**src/rtl/part_74f259_sync_pkg.sv**
```systemverilog
// Shared definitions for the synchronous 74F259 addressable register.
// Mode encoding is {MR_N, E_N}, matching the pin-level truth table.
package part_74f259_sync_pkg;

    localparam int SEL_W_DEF = 3;

    typedef enum logic [1:0] {
        MODE_DEMUX = 2'b00,
        MODE_CLEAR = 2'b01,
        MODE_WRITE = 2'b10,
        MODE_HOLD  = 2'b11
    } mode_e;

endpackage

```
**src/rtl/part_mod_counter.sv**
```systemverilog
// Modulo-2**W up-counter with enable, synchronous clear and terminal count.
// o_tc flags an enabled count from the all-ones value, i.e. the wrap edge.
module part_mod_counter #(
    parameter int W = 3
) (
    input  logic         i_clk,
    input  logic         i_rst,
    input  logic         i_clr,
    input  logic         i_en,
    output logic [W-1:0] o_cnt,
    output logic         o_tc
);

    logic [W-1:0] r_cnt;

    // Reset and clear both return to zero; otherwise advance when enabled.
    always_ff @(posedge i_clk) begin
        if (i_rst || i_clr) begin
            r_cnt <= '0;
        end else if (i_en) begin
            r_cnt <= r_cnt + W'(1);
        end
    end

    assign o_cnt = r_cnt;
    assign o_tc  = i_en && (r_cnt == {W{1'b1}});

endmodule

```
**src/rtl/part_74f259_sync.sv**
```systemverilog
// Clocked 8-bit addressable latch (74F259 function) with an auto-increment
// address counter for rebuilding a serial bit stream into a parallel byte.
module part_74f259_sync
    import part_74f259_sync_pkg::*;
#(
    parameter int SEL_W = SEL_W_DEF,
    parameter int NOUT  = 8
) (
    input  logic             CLK,
    input  logic             RST,
    input  logic             D,
    input  logic [SEL_W-1:0] S,
    input  logic             E_N,
    input  logic             MR_N,
    input  logic             AI,
    output logic [NOUT-1:0]  Q,
    output logic [SEL_W-1:0] CNT,
    output logic             FULL
);

    logic [NOUT-1:0]  r_q;
    logic             r_full;
    logic [SEL_W-1:0] w_cnt;
    logic             w_tc;
    logic [SEL_W-1:0] w_addr;
    logic [NOUT-1:0]  w_dec;
    logic [NOUT-1:0]  w_dbits;
    logic             w_cnt_en;
    logic             w_cnt_clr;
    mode_e            w_mode;

    assign w_mode    = mode_e'({MR_N, E_N});
    assign w_cnt_en  = !E_N && AI;
    assign w_cnt_clr = (w_mode == MODE_CLEAR);
    assign w_addr    = AI ? w_cnt : S;
    assign w_dec     = NOUT'(1) << w_addr;
    assign w_dbits   = D ? w_dec : '0;

    part_mod_counter #(
        .W (SEL_W)
    ) u_cnt (
        .i_clk (CLK),
        .i_rst (RST),
        .i_clr (w_cnt_clr),
        .i_en  (w_cnt_en),
        .o_cnt (w_cnt),
        .o_tc  (w_tc)
    );

    // Output register: addressed write, hold, one-hot decode, or clear.
    always_ff @(posedge CLK) begin
        if (RST) begin
            r_q <= '0;
        end else begin
            case (w_mode)
                MODE_WRITE: r_q <= (r_q & ~w_dec) | w_dbits;
                MODE_HOLD:  r_q <= r_q;
                MODE_DEMUX: r_q <= w_dbits;
                MODE_CLEAR: r_q <= '0;
                default:    r_q <= r_q;
            endcase
        end
    end

    // Byte-complete strobe: one cycle after the counter wraps on a write.
    always_ff @(posedge CLK) begin
        if (RST) begin
            r_full <= 1'b0;
        end else begin
            r_full <= w_tc;
        end
    end

    assign Q    = r_q;
    assign CNT  = w_cnt;
    assign FULL = r_full;

endmodule

```
**config.mk**
```make
export PLATFORM = sky130hd
export DESIGN_NAME = part_74f259_sync
export DESIGN_NICKNAME = d
export VERILOG_FILES = /design/src/rtl/part_74f259_sync_pkg.sv /design/src/rtl/part_mod_counter.sv /design/src/rtl/part_74f259_sync.sv
export SDC_FILE = /design/constraint.sdc
export NUM_CORES = 1
export LEC_CHECK = 0
export CORE_MARGIN = 5
export CORE_UTILIZATION = 47
export DETAILED_ROUTE_END_ITERATION = 10
export PLACE_DENSITY_LB_ADDON = 0.15
export SYNTH_ARGS = -nofsm -noshare
export SYNTH_HDL_FRONTEND = slang
export SYNTH_HIERARCHICAL = 1
export SYNTH_SLANG_ARGS = --single-unit
```
**constraint.sdc**
```tcl
create_clock -name CLK -period 1.96 [get_ports CLK]
set_input_delay 0.196 -clock CLK [delete_from_list [all_inputs] [get_ports CLK]]
set_output_delay 0.196 -clock CLK [all_outputs]
set_load 0.02 [all_outputs]
```
* Word level (Yosys, flattened, before mapping)
Cells that the tools add are included.
** Word-level totals
- Bits of input ports :: 9
- Latch bits :: 0
- Bits in read-only memories :: 0
- Memories kept :: 0
- RAM bits :: 0
- Output and inout bits :: 12
- Word-level logic and storage cells :: 20
- Bits in registers :: 12
** Cells by class
- Order comparisons :: 0
- Shifts and indexed selects :: 1
- Bitwise gates (word level) :: 3
- Reductions and logical operators :: 5
- Muxes and demuxes :: 3
- Equal/unequal tests :: 4
- $mul :: 0
- Divide/modulo/power cells :: 0
- Add/sub/neg operators :: 1
** Operators with widths (number)
- one-hot mux 8 bit (3 select lines) :: 1
- bitwise AND 8 bit :: 1
- two-way mux 8 bit :: 1
- inverter 8 bit :: 1
- bitwise OR 8 bit :: 1
- << shifter 1 x 3 -> 8 bit (first input constant) :: 1
- equality test 2 bit (second input constant) :: 2
- adder 3 x 1 -> 3 bit (second input constant) :: 1
- equality test 3 bit (second input constant) :: 1
- two-way mux 3 bit :: 1
- equality test 2 x 1 -> 1 bit (second input constant) :: 1
- logical AND 1 bit :: 2
- zero test 2 bit :: 1
- zero test 1 bit :: 1
- logical OR 1 bit :: 1

* Depth between registers and ports, before layout
Gate-level depths: netlist (run 1).
- Depth in word-level cells :: 6
- Depth in mapped cells :: 4
- Gate-level depth less buffers :: 4

* Hierarchy
Netlist (run 1), hierarchy kept.
** Modules (own cells, without submodules)
- part_74f259_sync :: cells each 52, seq. area each 180.2 um2, area an instance 508.0 um2, times used 1
- part_mod_counter :: cells each 12, seq. area each 60.1 um2, area an instance 141.4 um2, times used 1

* Worst setup path before layout (run 1)
Ideal clock, no wire load.
- Path kind :: input-to-reg
- Start point :: in AI
- End point :: reg with a tool-made name
- Slack :: 733 ps
- Arrival time :: 1156 ps
- Stages :: 4
- Data required time :: 1888 ps
- Path buffers :: 1
- Library setup time :: 72 ps
- Cells stage by stage :: buf_6 > or3b_1 > a211oi_1 > mux2i_1
** RTL lines
- from (decl) :: RTL line part_74f259_sync.sv:15 : input logic AI,

* Worst setup path after layout (run 1)
- Start point :: reg u_cnt.r_cnt[0], in the netlist u_cnt/o_cnt[0]
- End point :: out CNT[0]
** RTL lines
- from (decl) :: RTL line part_mod_counter.sv:14 : logic [W-1:0] r_cnt;
- from (signal assigned) :: RTL line part_mod_counter.sv:21 : r_cnt <= r_cnt + W'(1);
- to (decl) :: RTL line part_74f259_sync.sv:17 : output logic [SEL_W-1:0] CNT,
No word-level cell between the ends.

==> impl_summary.log, run 1 <==
[metrics] I/O pin total: 21
[metrics] cell types occupying the most area after synthesis: sky130_fd_sc_hd__dfxtp_1 37%, sky130_fd_sc_hd__mux2i_1 17%, sky130_fd_sc_hd__nand3b_1 13%, sky130_fd_sc_hd__a211oi_1 6.9%, sky130_fd_sc_hd__ha_1 3.9%
[metrics] FMAX: ~620 MHz
[metrics] CP required: between 1.5 and 2 ns
[metrics] Detailed Route WL: about 1500 um
[metrics] family of cells with the greatest summed delay on the critical path: buffers and inverters
[metrics] worst slew margin relative to its limit: 0.754
[metrics] power density normalized to cell area: roughly 590 nW/um2
[metrics] data arrival time at the worst-slack endpoint: approximately 1.4 ns
[metrics] flop-to-flop setup slack: approximately 0.63 ns
[metrics] Final HPWL DP: 1120 um
[metrics] Resized Gates After CTS: 0
[metrics] Top FF cell, synth: sky130_fd_sc_hd__dfxtp_1
[metrics] buffers from clock root to sink, at most: 2
[metrics] area after detailed placement: ~860 um2
[metrics] weighted congestion at the end of routability-driven global placement: about 0.81
[metrics] outcome: complete, no violations
[metrics] count of TritonRoute iterations in the first routing pass: 4
[metrics] Max Transition Viols Final: 0
[metrics] width of the die: roughly 47 um
[metrics] clock tree from TritonCTS: built
[metrics] Routed WL per cell: 14.4 um
[metrics] CTS root buf: sky130_fd_sc_hd__clkbuf_4
[metrics] critical path endpoint category: output pin
[metrics] number of distinct library cells after synthesis: 22
[metrics] portion of synthesized cell area occupied by the leading cell type: 0.370
[metrics] initial cell density of the core: 0.499
[metrics] path depth of the worst reg2reg path: 3
[metrics] number of levels in the clock H-tree: 1
[metrics] placed cell count: 97
[metrics] share of synthesized area occupied by flip-flops and latches: 0.370
[metrics] Remaining Overflow, GRT: 0
[metrics] static power due to leakage: around 0.32 nW
[metrics] final instance area: 897 um2
[metrics] most frequent cell after synthesis: sky130_fd_sc_hd__dfxtp_1
[metrics] number of hold-slack violations in the final timing report: 0
[metrics] proportion of register bits with asynchronous set or reset after synthesis: 0
[metrics] setup repair after global routing missed its margin: false
[metrics] utilization after layout: 0.689
[metrics] Post-synth EDFFs: 0
[metrics] core area: around 1300 um2
[metrics] number of buffers and inverters on the critical path: 1
[metrics] worst hold-check slack: about 0.49 ns
[metrics] post-synthesis cell area: around 650 um2
[metrics] setup TNS after final layout: 0 ns
[metrics] class of the worst hold path: flip-flop to flip-flop
[metrics] wire length of the first global-routing pass: around 2500 um
[metrics] clk slew on worst S/H paths: around 0.080 ns
[metrics] Seq cells post-synth: 12
[metrics] residual antenna-violating net count after detailed routing: 0
[metrics] floorplan die height: around 47 um
[metrics] kind of launch point of the worst setup path: flip-flop
[metrics] most used standard cells in the synthesized netlist: 12 x sky130_fd_sc_hd__dfxtp_1, 11 x sky130_fd_sc_hd__mux2i_1, 11 x sky130_fd_sc_hd__nand3b_1
[metrics] library cell with the largest summed area after synthesis: sky130_fd_sc_hd__dfxtp_1
[metrics] clock latency of the later-clocked register in the worst-skew pair: around 0.27 ns
[metrics] Residual DRC: 0
[metrics] number of violations of the max-capacitance limit: 0
[metrics] antenna cell count: 0
[metrics] CP peak stage delay: 0.67 ns
[metrics] Post-Synthesis Net Count: 75
[metrics] startpoint of the lowest-slack register-to-register path: u_cnt/o_cnt[1]
[metrics] vias: between 500 and 600
[metrics] CTS hold repair buffers: 0
[metrics] largest net degree at the start of global routing: 11
[metrics] Post-layout nets: slightly below 100
[metrics] number of failing setup endpoints in the final timing report: 0
[metrics] initial antenna violation count: 0
[metrics] Peak supply drop: between 0.4 and 0.5 mV
[metrics] number of input and output port buffers inserted: 20
[metrics] global routing usage summed across all routing layers: 0.159
[metrics] Tcrit/Tclk final: 0.829
[metrics] Final min period: 1.62 ns
[metrics] setup clock skew after layout: roughly 0.0011 ns
[metrics] clock sink count: 12
[metrics] count of placed standard cells in the final layout, fillers left out: between 100 and 150
[metrics] actual slew at the worst max-slew pin: between 0.3 and 0.4 ns
[metrics] setup bufs post-CTS: 0
[metrics] critical path cell sequence: clkdlybuf4s50_1
[metrics] number of warnings issued by yosys: 6
[metrics] full die area: approximately 2200 um2
[metrics] area growth from synthesis to final layout: 38.2%
[metrics] fraction of layout instances using a drive strength above 1: 0.116
[metrics] Min-Delay Path Depth: 2
[metrics] via density per instance: ~5.4
[metrics] mean post-synth cell area: 10.1 um2
[metrics] number of instances in the synthesized netlist: 64
[metrics] clock buffer count from CTS: 3
[metrics] first-iteration detailed-routing DRC count: 10
[metrics] slowest stage cell, crit path: sky130_fd_sc_hd__clkdlybuf4s50_1
[metrics] vias in the first global route: slightly above 500
[metrics] site row count: 13
[metrics] critical path class: flip-flop to output pin
[metrics] Max Fanout on Critical Path: 7
[area by class of cell]
type	instances	area, um2
Fill cell	117	404
Timing Repair Buffer	22	215
Tap cell	15	18.8
Inverter	1	3.75
Sequential cell	12	240
Multi-Input combinational cell	47	383
Clock buffer	4	36.3
[cells by family (layout without fill, tap and decap cells)]
kind of cell               count (synthesis)  count (layout)  synth area share
adders and majority gates                  2               2            0.0385
muxes                                     12              12             0.187
AOI/OAI and AO/OA                          8               8            0.0925
xor gates and xnor gates                   1               1            0.0135
and+or+nand+nor                           24              24             0.258
DFF                                       12              12             0.370
buffers and inverters                      5              27            0.0405
[per-layer routing]
metal  vias to the layer above  GRT usage  part of all wire
li1                        287          -                 -
met1                       247      0.219              0.47
met2                        13      0.241              0.47
met3                         0     0.0421             0.055
met4                         0     0.0497                 0
met5                         -          0                 0
[worst max-delay path by stage]
stage	start	endpoint	slack (ns)	cells past startpoint
finish	u_cnt/o_cnt[0]	CNT[0]	0.34	1
global placement	AI	flip-flop	0.20	4
global route	AI	flip-flop	0.25	4
CTS	u_cnt/o_cnt[0]	CNT[0]	0.35	1
floorplan	AI	flip-flop	0.73	4
detailed placement	AI	flip-flop	0.10	4
[placed cells by master, fill, tap and decap left out, types with 2 or more instances in the layout]
| cell | count |
|---|---|
| sky130_fd_sc_hd__a211oi_1 | 6 |
| sky130_fd_sc_hd__buf_4 | 2 |
| sky130_fd_sc_hd__clkbuf_4 | 3 |
| sky130_fd_sc_hd__clkdlybuf4s50_1 | 20 |
| sky130_fd_sc_hd__dfxtp_1 | 12 |
| sky130_fd_sc_hd__ha_1 | 2 |
| sky130_fd_sc_hd__mux2i_1 | 11 |
| sky130_fd_sc_hd__nand3b_1 | 11 |
| sky130_fd_sc_hd__nor2b_1 | 2 |
| sky130_fd_sc_hd__nor3_1 | 3 |
| sky130_fd_sc_hd__o211ai_1 | 2 |
[worst reg2reg max path, cell delays in order, from the launching register on]
cell	delay, ns
sky130_fd_sc_hd__dfxtp_1	0.35
sky130_fd_sc_hd__mux2_2	0.32
sky130_fd_sc_hd__a211oi_1	0.36
sky130_fd_sc_hd__mux2i_1	0.24
[power breakdown]
part | internal [mW] | switching (mW) | leakage [nW] | total (mW)
Combinational | 0.0411 | 0.0379 | 0.202 | 0.0791
Clock | 0.113 | 0.0855 | 0.0210 | 0.198
Sequential | 0.248 | 0.00474 | 0.0970 | 0.252
Total | 0.402 | 0.128 | 0.320 | 0.530
[stage by stage]
stage	total power, mW	worst slack, ns
after floorplan	0.301	0.733
after global placement	0.337	0.202
after detailed placement	0.337	0.102
after CTS	0.535	0.349
after global routing	0.559	0.255
final	0.530	0.336
Power figures use the tool's default switching activity.
==> run 2, diff against run 1 <==
--- a/config.mk
+++ b/config.mk
@@ -6,7 +6,7 @@
 export NUM_CORES = 1
 export LEC_CHECK = 0
 export CORE_MARGIN = 5
-export CORE_UTILIZATION = 47
+export CORE_UTILIZATION = 43
 export DETAILED_ROUTE_END_ITERATION = 10
 export PLACE_DENSITY_LB_ADDON = 0.15
 export SYNTH_ARGS = -nofsm -noshare
==> constraint.sdc (replaced) <==
create_clock -name CLK -period 1.7 [get_ports CLK]
set_input_delay 0.17 -clock CLK [delete_from_list [all_inputs] [get_ports CLK]]
set_output_delay 0.17 -clock CLK [all_outputs]
set_load 0.02 [all_outputs]
==> run 2 against run 1 <==
First-iteration DRC count is 20% lower; final area is 2.6% higher; worst hold slack better by 0.0017 ns; sequential cell count stayed put; clock-buffer cell count stayed put; routed wire length is 2.8% higher; critical path type unchanged; highest routed layer is now met4.
==> impl_summary.log, run 2 (synthesized netlist as in run 1, its figures left out) <==
[metrics] Remaining Overflow, GRT: 0 (unchanged)
[metrics] most common library cell in the layout ignoring fill and taps: sky130_fd_sc_hd__clkdlybuf4s50_1
[metrics] CP peak stage delay: 0.66 ns (about the same)
[metrics] via density per instance: 5.50 (+1.5%)
[metrics] FMAX: 636 MHz
[metrics] top library cells by usage in the layout, fill and taps aside: 20 x sky130_fd_sc_hd__clkdlybuf4s50_1, 12 x sky130_fd_sc_hd__dfxtp_1, 11 x sky130_fd_sc_hd__nand3b_1, 11 x sky130_fd_sc_hd__mux2i_1, 6 x sky130_fd_sc_hd__a211oi_1
[metrics] data arrival time at the worst-slack endpoint: 1.40 ns (-0.03 ns)
[metrics] met2 capacity usage during global routing: 0.204 (-0.0368)
[metrics] Final HPWL DP: 1140 um (+2.2%)
[metrics] number of buffers and inverters on the critical path: 1 (unchanged)
[metrics] Resized Gates After CTS: 0 (unchanged)
[metrics] vias: 577 (+5.5%)
[metrics] floorplan die height: 48.9 um (+3.6%)
[metrics] setup repair after global routing missed its margin: false
[metrics] residual antenna-violating net count after detailed routing: 0 (unchanged)
[metrics] startpoint of the most critical setup path: u_cnt/o_cnt[0]
[metrics] I/O pin total: 21 (unchanged)
[metrics] area growth from synthesis to final layout: 41.8%
[metrics] CP required: 1.53 ns (-0.23 ns)
[metrics] CTS root buf: sky130_fd_sc_hd__clkbuf_4
[metrics] family of cells with the greatest summed delay on the critical path: buffers and inverters
[metrics] met3 capacity usage during global routing: 0.0673 (+0.0251)
[metrics] worst setup path endpoint: CNT[0]
[metrics] CTS hold repair buffers: 0 (unchanged)
[metrics] met1 routing resource usage after global routing: 0.142 (-0.0771)
[metrics] site row count: 14 (+1)
[metrics] initial antenna violation count: 0 (unchanged)
[metrics] logic depth of the worst setup path including buffers: 1 (unchanged)
[metrics] utilization after layout: 0.626 (-0.0636)
[metrics] initial cell density of the core: 0.441 (-0.0577)
[metrics] number of hold-slack violations in the final timing report: 0 (unchanged)
[metrics] Max Fanout on Critical Path: 7 (unchanged)
[metrics] wire length of the first global-routing pass: 2400 um (-2.2%)
[metrics] antenna cell count: 0 (unchanged)
[metrics] Tcrit/Tclk final: 0.925
[metrics] clock sink count: 12 (unchanged)
[metrics] kind of launch point of the worst setup path: flip-flop
[metrics] weighted congestion at the end of routability-driven global placement: 0.723 (-11%)
[metrics] full die area: 2390 um2 (+7.3%)
[metrics] clock buffer count from CTS: 3 (unchanged)
[metrics] global routing usage summed across all routing layers: 0.129 (-0.0300)
[metrics] path depth of the worst reg2reg path: 4 (+1)
[metrics] static power due to leakage: 0.334 nW (+4.5%)
[metrics] vias in the first global route: 545 (+7.3%)
[metrics] critical path cell sequence: clkdlybuf4s50_1
[metrics] Max Transition Viols Final: 0 (unchanged)
[metrics] Routed WL per cell: 14.3 um (-1.1%)
[metrics] clock tree from TritonCTS: built
[metrics] Min-Delay Path Depth: 2 (unchanged)
[metrics] critical path endpoint category: output pin
[metrics] worst slew margin relative to its limit: 0.771 (+0.0168)
[metrics] fraction of layout instances using a drive strength above 1: 0.146 (+0.0298)
[metrics] setup bufs post-CTS: 0 (unchanged)
[metrics] clk slew on worst S/H paths: 0.08 ns (about the same)
[metrics] first-iteration detailed-routing DRC count: 8 (-2)
[metrics] actual slew at the worst max-slew pin: 0.343 ns (-0.0161 ns)
[metrics] largest net degree at the start of global routing: 12 (+1)
[metrics] flop-to-flop setup slack: 0.43 ns (-0.20 ns)
[metrics] Peak supply drop: 0.395 mV (-6.0%)
[metrics] number of failing setup endpoints in the final timing report: 0 (unchanged)
[metrics] Residual DRC: 0 (unchanged)
[metrics] count of TritonRoute iterations in the first routing pass: 4 (unchanged)
[metrics] layer with the highest usage: met2
[metrics] buffers from clock root to sink, at most: 2 (unchanged)
[metrics] Post-layout nets: 101 (+3.1%)
[metrics] number of input and output port buffers inserted: 20 (unchanged)
[metrics] Final min period: 1.57 ns
[metrics] slowest stage cell, crit path: sky130_fd_sc_hd__clkdlybuf4s50_1
[metrics] final total power: 614 uW (+16%)
[metrics] Detailed Route WL: 1500 um (+2.8%)
[metrics] worst hold-check slack: 0.493 ns (+0.00166 ns)
[metrics] critical path class: flip-flop to output pin
[metrics] class of the worst hold path: flip-flop to flip-flop
[metrics] core area: 1470 um2 (+13%)
[metrics] outcome: complete, no violations
[metrics] clock latency of the later-clocked register in the worst-skew pair: 0.27 ns (about the same)
[metrics] power density normalized to cell area: 667 nW/um2 (+13%)
[metrics] width of the die: 48.9 um (+3.6%)
[metrics] number of fill cells: 144 (+23%)
[metrics] startpoint of the lowest-slack register-to-register path: u_cnt/o_cnt[1]
[metrics] number of levels in the clock H-tree: 1 (unchanged)
[metrics] setup clock skew after layout: 0.00586 ns (+0.00476 ns)
[metrics] number of violations of the max-capacitance limit: 0 (unchanged)
[run 2: worst min path at each step]
| stage | start | to |
|---|---|---|
| final | flip-flop | flip-flop |
| after global routing | flip-flop | flip-flop |
| after CTS | flip-flop | flip-flop |
| after detailed placement | flip-flop | flip-flop |
| after global placement | flip-flop | flip-flop |
| after floorplan | RST | u_cnt/o_cnt[0] |
[run 2: per-stage QoR]
step / area, um2 / setup TNS, ns / setup slack [ns] / cells
after floorplan: 649 / 0 / 0.484 / 64
after global placement: 885 / -0.0292 / -0.0207 / 101
after detailed placement: 885 / -0.102 / -0.0437 / 101
after CTS: 921 / 0 / 0.126 / 105
after global routing: 921 / 0 / 0.0799 / 105
final: 921 / 0 / 0.128 / 105
[run 2: area by class of cell]
cell class                 count  area [um2]  share of cell area
sequential                    12         240               0.261
multi-input combinational     47         383               0.416
timing repair buffer          25         238               0.258
inverter                       1        3.75             0.00408
clock buffer                   4        36.3              0.0394
tap                           16        20.0              0.0217
[run 2: where the power goes]
| part | switching, mW | leakage (nW) | total (mW) | internal [mW] |
|---|---|---|---|---|
| registers | 0.00518 | 0.0970 | 0.291 | 0.286 |
| clock network | 0.0965 | 0.0210 | 0.227 | 0.130 |
| logic | 0.0446 | 0.216 | 0.0966 | 0.0520 |
| total | 0.146 | 0.334 | 0.614 | 0.468 |
[run 2: per-layer routing]
metal  wire length (um)  vias up
li1                   -      287
met1                631      269
met3                102        7
met5                  0        -
met4                 38        0
met2                725       14
